<file path="src/rtl/uart_tx_fifo.sv">
// uart_tx_fifo: byte FIFO feeding an 8N1 LSB-first UART transmitter with gapless back-to-back frames
//   clk      : system clock, rising edge
//   reset    : asynchronous active-low reset
//   wr_en    : push wr_data into the FIFO this cycle
//   wr_data  : byte to transmit
//   full     : FIFO holds FIFO_DEPTH bytes
//   count    : bytes waiting in the FIFO (not counting the byte being shifted out)
//   busy     : a frame is in progress
//   overflow : sticky, a write was dropped because the FIFO was full
//   tx       : serial output, idle high
module uart_tx_fifo #(
   parameter int CLKS_PER_BIT = 2604,
   parameter int FIFO_DEPTH   = 4,
   parameter int PTR_W        = 2
) (
   input  logic             clk,
   input  logic             reset,
   input  logic             wr_en,
   input  logic [7:0]       wr_data,
   output logic             full,
   output logic [PTR_W:0]   count,
   output logic             busy,
   output logic             overflow,
   output logic             tx
);
   localparam int BW = (CLKS_PER_BIT > 1) ? $clog2(CLKS_PER_BIT) : 1;
   typedef enum logic [1:0] {IDLE, START, DATA, STOP} state_t;
   state_t state, state_d;
   logic [7:0] mem [FIFO_DEPTH];
   logic [PTR_W-1:0] wr_ptr, rd_ptr;
   logic [7:0] shift, shift_d;
   logic [BW-1:0] baud, baud_d;
   logic [2:0] bit_idx, bit_idx_d;
   logic tx_d, bit_end, pop, push;
   assign full    = count == (PTR_W+1)'(FIFO_DEPTH);
   assign busy    = state != IDLE;
   assign bit_end = baud == BW'(CLKS_PER_BIT - 1);
   // A pop happens when idle or at the last cycle of a stop bit, so frames chain without a gap.
   assign pop     = count != '0 && (state == IDLE || (state == STOP && bit_end));
   // A write while full still fits if the same edge frees a slot.
   assign push    = wr_en && (!full || pop);
   always_comb begin
      state_d   = state;
      shift_d   = shift;
      bit_idx_d = bit_idx;
      baud_d    = bit_end ? '0 : baud + 1'b1;
      case (state)
         IDLE:  baud_d = '0;
         START: if (bit_end) begin
            state_d   = DATA;
            bit_idx_d = '0;
         end
         DATA:  if (bit_end) begin
            shift_d   = shift >> 1;
            bit_idx_d = bit_idx + 3'd1;
            if (bit_idx == 3'd7) state_d = STOP;
         end
         STOP:  if (bit_end) state_d = IDLE;
         default: state_d = IDLE;
      endcase
      if (pop) begin
         state_d = START;
         shift_d = mem[rd_ptr];
         baud_d  = '0;
      end
      // tx is registered from the next state so the line has no combinational path from wr_en.
      tx_d = state_d == START ? 1'b0 : state_d == DATA ? shift_d[0] : 1'b1;
   end
   always_ff @(posedge clk or negedge reset) begin
      if (!reset) begin
         state    <= IDLE;
         shift    <= '0;
         baud     <= '0;
         bit_idx  <= '0;
         tx       <= 1'b1;
         wr_ptr   <= '0;
         rd_ptr   <= '0;
         count    <= '0;
         overflow <= 1'b0;
      end else begin
         state   <= state_d;
         shift   <= shift_d;
         baud    <= baud_d;
         bit_idx <= bit_idx_d;
         tx      <= tx_d;
         if (push) wr_ptr <= wr_ptr + PTR_W'(1);
         if (pop) rd_ptr <= rd_ptr + PTR_W'(1);
         if (push && !pop) count <= count + 1'b1;
         else if (pop && !push) count <= count - 1'b1;
         if (wr_en && !push) overflow <= 1'b1;
      end
   end
   always_ff @(posedge clk) begin
      if (push) mem[wr_ptr] <= wr_data;
   end
endmodule

</file>
<file path="config.mk">
export PLATFORM = sky130hd
export DESIGN_NAME = uart_tx_fifo
export DESIGN_NICKNAME = d
export VERILOG_FILES = /design/src/rtl/uart_tx_fifo.sv
export SDC_FILE = /design/constraint.sdc
export NUM_CORES = 1
export LEC_CHECK = 0
export ABC_AREA = 1
export CAP_MARGIN = 10
export CORE_MARGIN = 1
export CORE_UTILIZATION = 30
export DETAILED_ROUTE_END_ITERATION = 10
export SETUP_SLACK_MARGIN = 0.15
export SLEW_MARGIN = 25
export SYNTH_ARGS = -nofsm -noshare
export SYNTH_HDL_FRONTEND = slang
export SYNTH_SLANG_ARGS = --single-unit
</file>
<file path="constraint.sdc">
create_clock -name clk -period 4.51 [get_ports clk]
set_input_delay 0.902 -clock clk [delete_from_list [all_inputs] [get_ports clk]]
set_output_delay 0.902 -clock clk [all_outputs]
set_load 0.01 [all_outputs]
</file>
=== Yosys cells after proc, flatten, opt, wreduce, memory -nomap -nowiden ===
Memories as Yosys holds them, arrays and structs flattened.
Index checks and enable logic that the tools add are counted.

* Flip-flop bits (word level): 34
* Memories kept: 1
* Word-level logic and storage cells: 68
* Output and inout bits: 7
* Input bits: 11
* Bits in writable memories: 32

{| class="wikitable"
|+ Memories
! name !! depth !! width !! read ports !! clocked after memory_dff !! write ports !! line !! RTL
|-
| mem || 4 || 8 || 1 || 0 || 1 || 29 || <nowiki>logic [7:0] mem [FIFO_DEPTH];</nowiki>
|}

* Mux-type cells: 21
* Reductions and logical operators: 20
* Add/subtract/negate cells: 6
* Eq/ne operators: 10

{| class="wikitable"
|+ Operators with widths
! kind !! count
|-
| 12-bit 2-to-1 mux || 3
|-
| 8-bit 2-to-1 mux || 3
|-
| 12-bit by 1-bit adder with 12-bit output, second input constant || 1
|-
| 12-bit equality test, second input constant || 1
|-
| 3-bit 2-to-1 mux || 4
|-
| 2-bit 2-to-1 mux || 5
|-
| 2-bit nonzero test || 5
|-
| 3-bit by 1-bit adder with 3-bit output, second input constant || 2
|-
| 2-bit equality test, second input constant || 3
|-
| 3-bit equality test, second input constant || 2
|-
| 1-bit logical AND || 6
|-
| 2-bit case mux with 3 select lines || 1
|-
| 3-bit case mux with 2 select lines || 1
|-
| 2-bit by 1-bit adder with 2-bit output, second input constant || 2
|-
| 2-bit by 1-bit equality test with 1-bit output, second input constant || 2
|-
| 1-bit 2-to-1 mux || 4
|-
| 2-bit inequality test, second input constant || 2
|-
| 1-bit logical NOT || 3
|-
| 3-bit AND reduction || 1
|-
| 3-bit nonzero test || 1
|-
| 3-bit by 1-bit subtractor with 3-bit output, second input constant || 1
|-
| 2-bit logical NOT || 1
|-
| 1-bit logical OR || 2
|-
| 2-bit AND reduction || 1
|}

=== Logic depth before layout (Yosys ltp) ===
Gate-level depths: netlist of run 1.

* Word-level depth: 10
* Depth in mapped cells: 15
* Gate-level depth less buffers: 15

=== Least setup slack after synthesis of run 1 ===
Ideal clock, no wire load.

* Path type: register -> register
* Start point: reg baud[0]
* End point: reg count[2]
* Required time: 4,379 ps
* Cell stages (with the launch flop): 16
* Buffers on the path: 0
* Clock period less this slack: 2,280 ps
* Setup time: 131 ps
* Path slack: 2,230 ps
* Arrival time: 2,149 ps
* Cells stage by stage: dfrtp_1 > ha_1 > nand2_1 > nor2_2 > nand3_4 > nand2_4 > nand3_4 > nand2_1 > nand2_2 > inv_2 > ha_1 > inv_1 > fa_1 > a21oi_1 > o21ai_0 > xor2_1

* Longest elaborated chain between the ends: 9
* Elaborated cells on any way between the ends: 12
* Classes of those cells: eq/ne (1); mux (1); reduce/logical (10)

{| class="wikitable"
|+ RTL lines
! what !! line !! RTL
|-
| from (decl) || 32 || <nowiki>logic [BW-1:0] baud, baud_d;</nowiki>
|-
| from (signal assigned) || 83 || <nowiki>baud <= baud_d;</nowiki>
|-
| 12-bit equality test (*) || 37 || <nowiki>assign bit_end = baud == BW'(CLKS_PER_BIT - 1);</nowiki>
|-
| 1-bit logical AND (*) || 39 || <nowiki>assign pop = count != '0 && (state == IDLE || (state == STOP && bit_end));</nowiki>
|-
| 1-bit logical OR (*) || 39 ||
|-
| 1-bit logical AND (*) || 39 ||
|-
| 1-bit logical OR (*) || 41 || <nowiki>assign push = wr_en && (!full || pop);</nowiki>
|-
| 1-bit logical AND (*) || 41 ||
|-
| via push || 34 || <nowiki>logic tx_d, bit_end, pop, push;</nowiki>
|-
| 1-bit logical NOT || 89 || <nowiki>else if (pop && !push) count <= count - 1'b1;</nowiki>
|-
| 1-bit logical AND || 89 ||
|-
| 2-bit nonzero test (no line) || - ||
|-
| to (signal assigned) || 88 || <nowiki>if (push && !pop) count <= count + 1'b1;</nowiki>
|-
| to (signal assigned) || 89 ||
|-
| to (decl) || 21 || <nowiki>output logic [PTR_W:0] count,</nowiki>
|}

The timed path passes the listed nets; every way through them passes the cells marked *.
A chain may end at the register's enable or synchronous reset.

=== Final worst setup path of run 1 ===
Same ends and word-level chain as after synthesis.

==> results_tabular.tex, run 1 <==
\begin{tabular}{lr}
\hline
Metric & Value \\
\hline
\multicolumn{2}{l}{\textbf{Pwr}} \\
\quad Pwr Density & 415 nW/um\^{}2 \\
\quad Comb power frac & 0.160 \\
\quad Worst IR Drop VDD & between 0.2 and 0.25 mV \\
\quad Sum of internal, switching and leakage power & about 1.5 mW \\
\quad Leak pwr & 1.46 nW \\
\quad Net Switching & around 0.43 mW \\
\quad Internal cell power & a little over 1 mW \\
\quad Part of the total power dissipated in the clock network & 0.320 \\
\quad Flop pwr share & 0.520 \\
\quad Switching share of power & 0.295 \\
\multicolumn{2}{l}{\textbf{Route}} \\
\quad Detailed Route Iter0 Violations & 72 \\
\quad Vias & 2,021 \\
\quad Detailed route wirelength on metal2 & about 2500 microns \\
\quad Vias per inst & 4.48 \\
\quad Number of optimization iterations in the first detailed-route pass & 4 \\
\quad Post-route ant nets & 0 \\
\quad Metal3 WL & 210 microns \\
\quad Final routed wire length divided by cell count & 12.2 microns \\
\quad Residual DRC count & 0 \\
\quad Highest routing layer actually used & met4 \\
\quad Post-detailed-routing wire length & about 5500 microns \\
\quad Routed met1 length & 2620 microns \\
\multicolumn{2}{l}{\textbf{STA}} \\
\quad Smallest hold slack & approximately 0.46 ns \\
\quad Worst setup skew after layout & 0.00936 ns \\
\quad Final hold violation count & 0 \\
\quad Endpoints failing setup & 0 \\
\quad Worst-case headroom to the max-slew limit & 0.451 \\
\quad Final worst path period need & approximately 2.8 ns \\
\quad Unrepaired setup endpoints after global routing & no \\
\quad Slew @ Worst Pin & 0.820 ns \\
\quad Max-slew violation total from the final report & 0 \\
\quad Highest clock frequency the design can meet & $\sim$0.36 GHz \\
\quad Total Neg Setup Slack & 0 ns \\
\quad Part of the cycle the worst path needs & 0.610 \\
\quad Final worst slack & approximately 1.8 ns \\
\multicolumn{2}{l}{\textbf{Synthesis}} \\
\quad Mapped Nets & 310 \\
\quad Predominant post-synthesis flop cell & dfrtp\_1 \\
\quad Most common cell in the netlist & nor2\_1 \\
\quad Sequential-to-total area share from yosys stat & 0.597 \\
\quad Most frequent cells after synthesis & 46 x nor2\_1, 42 x nand2\_1, 33 x dfrtp\_1 \\
\quad Synth Cell Area & $\sim$3000 sq um \\
\quad Post-synthesis cell type with the largest combined area & edfxtp\_1 \\
\quad Async set-reset flop share out of synthesis & 0.515 \\
\quad Number of enable-type register cells in the synthesized netlist & 32 \\
\quad Post-Synthesis Mean Instance Area & roughly 10 sq um \\
\quad Main area contributors after synthesis & edfxtp\_1 32\%, dfrtp\_1 27\%, nor2\_1 5.7\% \\
\quad Register bit count reported by yosys & between 60 and 70 \\
\quad Cells after synthesis & 290 \\
\quad Synth Warn \# & 0 \\
\quad Number of library cell types mapped by synthesis & 38 \\
\quad Share of the synthesized area in the top cell type & 0.317 \\
\multicolumn{2}{l}{\textbf{Critical path}} \\
\quad Cell with the biggest individual delay on the critical path & fa\_1 \\
\quad Cells along the critical path & ha\_1, nand2\_1, nor2\_2, nand3\_4, nand2\_4, nand3\_4, nand2\_1, nand2\_2, inv\_2, ha\_1, inv\_1, fa\_1, a21oi\_1, o21ai\_0, xor2\_1 \\
\quad Arrival time worst endpoint & about 3.0 ns \\
\quad Worst r2r path cells & 15 \\
\quad R2R Setup Slk & 1.76 ns \\
\quad Startpoint type of the worst setup path & flip-flop \\
\quad CP required & between 4 and 5 ns \\
\quad CP max stage delay & between 0.3 and 0.4 ns \\
\quad Worst reg2reg path startpoint & baud[0] \\
\quad Kind of end point of the critical path & flip-flop \\
\quad R2r endpoint & count[2] \\
\quad Critical Path Fanout Max & 22 \\
\quad Class of the most critical setup path & flip-flop to flip-flop \\
\multicolumn{2}{l}{\textbf{Placed design}} \\
\quad GP Congestion & 0.722 \\
\quad Input/output buffers & 17 \\
\quad Post-placement worst setup slack & between 1.5 and 2 ns \\
\quad Detailed-placement wirelength estimate & $\sim$3700 microns \\
\multicolumn{2}{l}{\textbf{Clock tree}} \\
\quad Clock transition at path regs & 0.08 ns \\
\quad Number of cells upsized or downsized after cts & 0 \\
\quad Hold\_buf cts & 0 \\
\quad Count of buffers added by post-CTS timing repair for setup & 0 \\
\quad Clock insertion delay at the later pin of the skew report & about 0.35 ns \\
\quad Number of levels the H-tree was split into & 3 \\
\quad TritonCTS buffer count & 9 \\
\quad Clock tree from TritonCTS & yes \\
\quad Maximum root-to-sink buffer count & 2 \\
\quad Library cell used as clock root buffer & clkbuf\_8 \\
\quad Number of sinks handled by clock tree synthesis & 66 \\
\multicolumn{2}{l}{\textbf{Global routing}} \\
\quad GRT Residual Overflow & 0 \\
\quad All-Layer GR Usage & 0.123 \\
\quad Number of antenna violations at the first check in global routing & 0 \\
\quad Largest net degree at the start of global routing & 35 \\
\quad Vias in the first global route & $\sim$2,100 \\
\quad Global-route wire length before repair & roughly 9700 microns \\
\multicolumn{2}{l}{\textbf{Run}} \\
\quad Count of max-cap constraint violations & 0 \\
\multicolumn{2}{l}{\textbf{Finish}} \\
\quad Layout cell share with drive strength beyond 1 & 0.129 \\
\quad Layout net count & between 300 and 400 \\
\quad Synthesis-to-finish area growth & 16.2\% \\
\quad Fillcell total & 1,007 \\
\quad \# diodes & 0 \\
\quad Share of the core filled with cells in the final layout & 0.361 \\
\multicolumn{2}{l}{\textbf{Floorplanning}} \\
\quad Core area & $\sim$9800 sq um \\
\quad Top-Level Pins & 18 \\
\quad Starting utilization of the core area & 0.311 \\
\quad Die area & about 11,000 sq um \\
\quad Cell Rows & 36 \\
\quad Die Span Y & roughly 100 microns \\
\quad Width of the chip & $\sim$100 microns \\
\multicolumn{2}{l}{\textbf{Worst hold path}} \\
\quad Hold path startpoint & baud[0] \\
\quad Worst Hold Endpoint & baud[0] \\
\quad Classification of the worst-slack hold path & flip-flop to flip-flop \\
\quad Hold Path Cell Cnt & 1 \\
\multicolumn{2}{l}{\textbf{Status}} \\
\quad Result of the run & completed \\
\hline
\end{tabular}
## metal layers
metal,vias up,track usage
met4,0,0.0593
met3,10,0.0386
met1,966,0.150
met5,-,0
li1,1016,-
met2,29,0.198
## worst max-delay path by stage
stage	cells past startpoint	slack (ns)	endpoint	start
5_1_grt	15	1.53	count[2]	baud[0]
4_1_cts	15	1.71	count[2]	baud[0]
6_report	15	1.76	count[2]	baud[0]
3_5_place_dp	15	1.74	count[2]	baud[0]
3_3_place_gp	9	1.83	count[2]	wr_en
2_1_floorplan	15	2.23	count[2]	baud[0]
## stage by stage
stage	instances	area, sq um
after global routing	451	3530
after floorplan	290	3040
after global placement	435	3340
final	451	3530
after detailed placement	435	3340
after CTS	451	3530
## power by group through the flow
| stage | logic, mW | registers [mW] | clock network, mW |
|---|---|---|---|
| 2_1_floorplan | 0.130 | 0.776 | 0 |
| 6_report | 0.234 | 0.761 | 0.469 |
| 3_3_place_gp | 0.235 | 0.774 | 0 |
| 4_1_cts | 0.241 | 0.762 | 0.489 |
| 3_5_place_dp | 0.240 | 0.775 | 0 |
| 5_1_grt | 0.269 | 0.772 | 0.509 |
## state kept, by name (all words and copies together) (netlist names)
register	count
rd_ptr	2
bit_idx	3
shift	8
count	3
wr_ptr	2
state	2
overflow	1
tx	1
baud	12
mem	32
## worst max-delay path: cells and delay by family, from the launching register on
| kind | cells | cell delay (ns) |
|---|---|---|
| AO/OA/AOI/OAI | 2 | 0.26 |
| XOR/XNOR | 1 | 0.15 |
| AND/OR/NAND/NOR | 7 | 0.98 |
| flip-flops | 1 | 0.37 |
| adder cells (fa/ha/maj) | 3 | 0.72 |
| buffers and inverters | 2 | 0.15 |
## final cells by class
type / count / area, sq um / area share
clock buffers: 9 / 124 / 0.0351
clock inverters: 7 / 60.1 / 0.0170
well taps: 133 / 166 / 0.0472
flip-flops and latches: 66 / 1810 / 0.514
repair buffers: 18 / 178 / 0.0504
multi-input cells: 187 / 1070 / 0.304
inverters: 31 / 116 / 0.0330
## cell families after synthesis
group / synth area share
simple gates: 0.224
flops: 0.597
compound gates: 0.0684
buf+inv: 0.0499
fa+ha+maj: 0.0396
xor+xnor: 0.0169
mux: 0.00371
## cell usage in the layout, fill, tap and decap left out, types with 2 or more instances in the layout
| cell | netlist | routed |
|---|---|---|
| inv_1 | 25 | 25 |
| clkdlybuf4s50_1 | 0 | 17 |
| edfxtp_1 | 32 | 32 |
| nand3_4 | 2 | 2 |
| ha_1 | 8 | 8 |
| nand2_1 | 42 | 42 |
| inv_6 | 0 | 3 |
| nor3_1 | 5 | 5 |
| a21oi_1 | 15 | 15 |
| o21ai_0 | 17 | 17 |
| nand3_1 | 15 | 15 |
| clkbuf_8 | 0 | 9 |
| dfrtp_1 | 33 | 33 |
| clkinvlp_4 | 0 | 3 |
| inv_2 | 5 | 5 |
| xnor2_1 | 3 | 3 |
| nor2_8 | 2 | 2 |
| a22o_1 | 2 | 2 |
| nor2_1 | 46 | 46 |
| nand3b_1 | 6 | 6 |
| nand2_2 | 5 | 5 |
| nor2_2 | 2 | 2 |
| nand4_1 | 3 | 3 |
Power figures use the tool's default switching activity.
==> run 2, diff against run 1 <==
- clock period: 4.51 -> 2.8 ns (I/O delays scaled with it)
==> results_tabular.tex, run 2 (synthesis gave the netlist of run 1 again) <==
\begin{tabular}{lr}
\hline
Metric & Value \\
\hline
\multicolumn{2}{l}{\textbf{Critical path}} \\
\quad Kind of cell with the highest combined delay on the critical path & adder cells \\
\quad Arrival time worst endpoint & 2.64 ns (-0.33 ns) \\
\quad Cells along the critical path & ha\_1, nand2\_1, nor2\_2, nand3\_4, nand2\_4, nand3\_4, buf\_4, ha\_1, inv\_1, fa\_1, a21oi\_1, o21ai\_0, xor2\_1 \\
\quad Critical Path Fanout Max & 21 (-4.5\%) \\
\quad Class of the most critical setup path & flip-flop to flip-flop \\
\quad Cell with the biggest individual delay on the critical path & dfrtp\_1 \\
\quad Startpoint type of the worst setup path & flip-flop \\
\quad Worst Path Buf+Inv & 2 (unchanged) \\
\quad Kind of end point of the critical path & flip-flop \\
\quad CP max stage delay & 0.40 ns (+0.02 ns) \\
\quad CP required & 3.03 ns (-1.70 ns) \\
\multicolumn{2}{l}{\textbf{Placed design}} \\
\quad Detailed-placement wirelength estimate & 3820 microns (+2.0\%) \\
\quad GP Congestion & 0.775 (+7.4\%) \\
\quad Post-placement worst setup slack & 0.366 ns (-1.37 ns) \\
\quad Input/output buffers & 17 (unchanged) \\
\multicolumn{2}{l}{\textbf{Status}} \\
\quad Result of the run & completed \\
\multicolumn{2}{l}{\textbf{Floorplanning}} \\
\quad Die Span Y & 103 microns (unchanged) \\
\quad Width of the chip & 103 microns (unchanged) \\
\quad Starting utilization of the core area & 0.311 (unchanged) \\
\quad Core area & 9770 sq um (unchanged) \\
\quad Top-Level Pins & 18 (unchanged) \\
\quad Die area & 10,500 sq um (unchanged) \\
\quad Cell Rows & 36 (unchanged) \\
\multicolumn{2}{l}{\textbf{Global routing}} \\
\quad GRT Residual Overflow & 0 (unchanged) \\
\quad All-Layer GR Usage & 0.122 (-0.000929) \\
\quad Largest net degree at the start of global routing & 35 (unchanged) \\
\quad Number of antenna violations at the first check in global routing & 0 (unchanged) \\
\quad Vias in the first global route & 2,049 (-1.7\%) \\
\quad Global-route wire length before repair & 9740 microns (+0.35\%) \\
\multicolumn{2}{l}{\textbf{Finish}} \\
\quad Number of flip-flops under the largest register name & 32 (unchanged) \\
\quad \# diodes & 0 (unchanged) \\
\quad Layout net count & 339 (+1.8\%) \\
\quad Layout cell share with drive strength beyond 1 & 0.145 (+0.0161) \\
\quad Most frequent standard cell in the layout excluding fill and tap cells & nor2\_1 \\
\quad Synthesis-to-finish area growth & 18.3\% \\
\quad Register bank with the most flops & mem \\
\quad Highest-count cells in the layout ignoring fill and taps & 46 x nor2\_1, 42 x nand2\_1, 33 x dfrtp\_1 \\
\quad Share of the core filled with cells in the final layout & 0.367 (+0.00640) \\
\quad Registers with the most flip-flops & mem (32), baud (12), shift (8) \\
\multicolumn{2}{l}{\textbf{Pwr}} \\
\quad Worst IR Drop VDD & 0.339 mV (+55\%) \\
\quad Pwr Density & 682 nW/um\^{}2 (+64\%) \\
\quad Leak pwr & 1.51 nW (+3.1\%) \\
\multicolumn{2}{l}{\textbf{STA}} \\
\quad Worst-case headroom to the max-slew limit & 0.594 (+0.142) \\
\quad Final hold violation count & 0 (unchanged) \\
\quad Max-slew violation total from the final report & 0 (unchanged) \\
\quad Final worst path period need & 2.42 ns (-0.335 ns) \\
\quad Slew @ Worst Pin & 0.609 ns (-0.211 ns) \\
\quad Highest clock frequency the design can meet & 0.414 GHz (+14\%) \\
\quad Final worst slack & 0.384 ns (-1.38 ns) \\
\quad Endpoints failing setup & 0 (unchanged) \\
\quad Unrepaired setup endpoints after global routing & no \\
\quad Total Neg Setup Slack & 0 ns (unchanged) \\
\quad Part of the cycle the worst path needs & 0.863 (+0.253) \\
\quad Worst setup skew after layout & 0.00915 ns (-0.000207 ns) \\
\quad Smallest hold slack & 0.459 ns (+0.00221 ns) \\
\multicolumn{2}{l}{\textbf{Route}} \\
\quad Post-route ant nets & 0 (unchanged) \\
\quad Final routed wire length divided by cell count & 12.1 microns (-0.52\%) \\
\quad Residual DRC count & 0 (unchanged) \\
\quad Vias & 2,004 (-0.84\%) \\
\quad Vias per inst & 4.39 (-2.1\%) \\
\quad Detailed Route Iter0 Violations & 108 (+50\%) \\
\quad Post-detailed-routing wire length & 5530 microns (+0.80\%) \\
\quad Number of optimization iterations in the first detailed-route pass & 4 (unchanged) \\
\multicolumn{2}{l}{\textbf{Clock tree}} \\
\quad TritonCTS buffer count & 9 (unchanged) \\
\quad Number of levels the H-tree was split into & 3 (unchanged) \\
\quad Count of buffers added by post-CTS timing repair for setup & 0 (unchanged) \\
\quad Library cell used as clock root buffer & clkbuf\_8 \\
\quad Maximum root-to-sink buffer count & 2 (unchanged) \\
\quad Hold\_buf cts & 0 (unchanged) \\
\quad Number of cells upsized or downsized after cts & 0 (unchanged) \\
\quad Clock tree from TritonCTS & yes \\
\quad Number of sinks handled by clock tree synthesis & 66 (unchanged) \\
\quad Clock insertion delay at the later pin of the skew report & 0.35 ns (about the same) \\
\quad Clock transition at path regs & 0.08 ns (about the same) \\
\multicolumn{2}{l}{\textbf{Run}} \\
\quad Count of max-cap constraint violations & 0 (unchanged) \\
\multicolumn{2}{l}{\textbf{Worst hold path}} \\
\quad Classification of the worst-slack hold path & flip-flop to flip-flop \\
\hline
\end{tabular}
==> run 2: cell types whose count changed in the layout (fill, tap and decap cells not counted) <==
cell	change
inv_6	-1
clkinv_2	+1
clkinv_4	+2
bufinv_16	+1
buf_4	+6
inv_8	-1
clkinvlp_4	-2
==> run 2: final timing paths <==
check,end,slack [ns],start,cells after the start
worst max-delay path,count[2],0.38,baud[0],13
max in group asynchronous,tx,1.84,reset,2
min in group asynchronous,baud[7],0.61,reset,2
worst min-delay path,baud[0],0.46,baud[0],1
worst min register to register,baud[0],0.46,baud[0],1
worst max register to register,count[2],0.38,baud[0],13
==> run 2: cell type report <==
| class | count | area [sq um] |
|---|---|---|
| sequential | 66 | 1810 |
| multi-input combinational | 187 | 1070 |
| inverter | 31 | 116 |
| clock inverter | 7 | 77.6 |
| fill | 984 | 6180 |
| timing repair buffer | 24 | 223 |
| clock buffer | 9 | 124 |
| tap | 133 | 166 |
==> run 2: metal layers <==
layer,global-route usage,vias up,wire length [microns]
met5,0,-,0
met4,0.0527,0,76
met3,0.0346,7,180
met2,0.197,24,2600
met1,0.153,949,2680
li1,-,1024,-
==> run 2: stage by stage <==
stage / instance area (sq um) / total power, mW / std cells
2_1_floorplan: 3040 / 1.46 / 290
3_3_place_gp: 3390 / 1.65 / 441
6_report: 3590 / 2.45 / 457
4_1_cts: 3590 / 2.49 / 457
5_1_grt: 3590 / 2.58 / 457
3_5_place_dp: 3390 / 1.66 / 441
==> run 2: where the power goes <==
part           internal (mW)  switching (mW)  total, mW
logic                  0.184           0.219      0.403
clock network          0.419           0.402      0.821
registers               1.16          0.0650       1.23
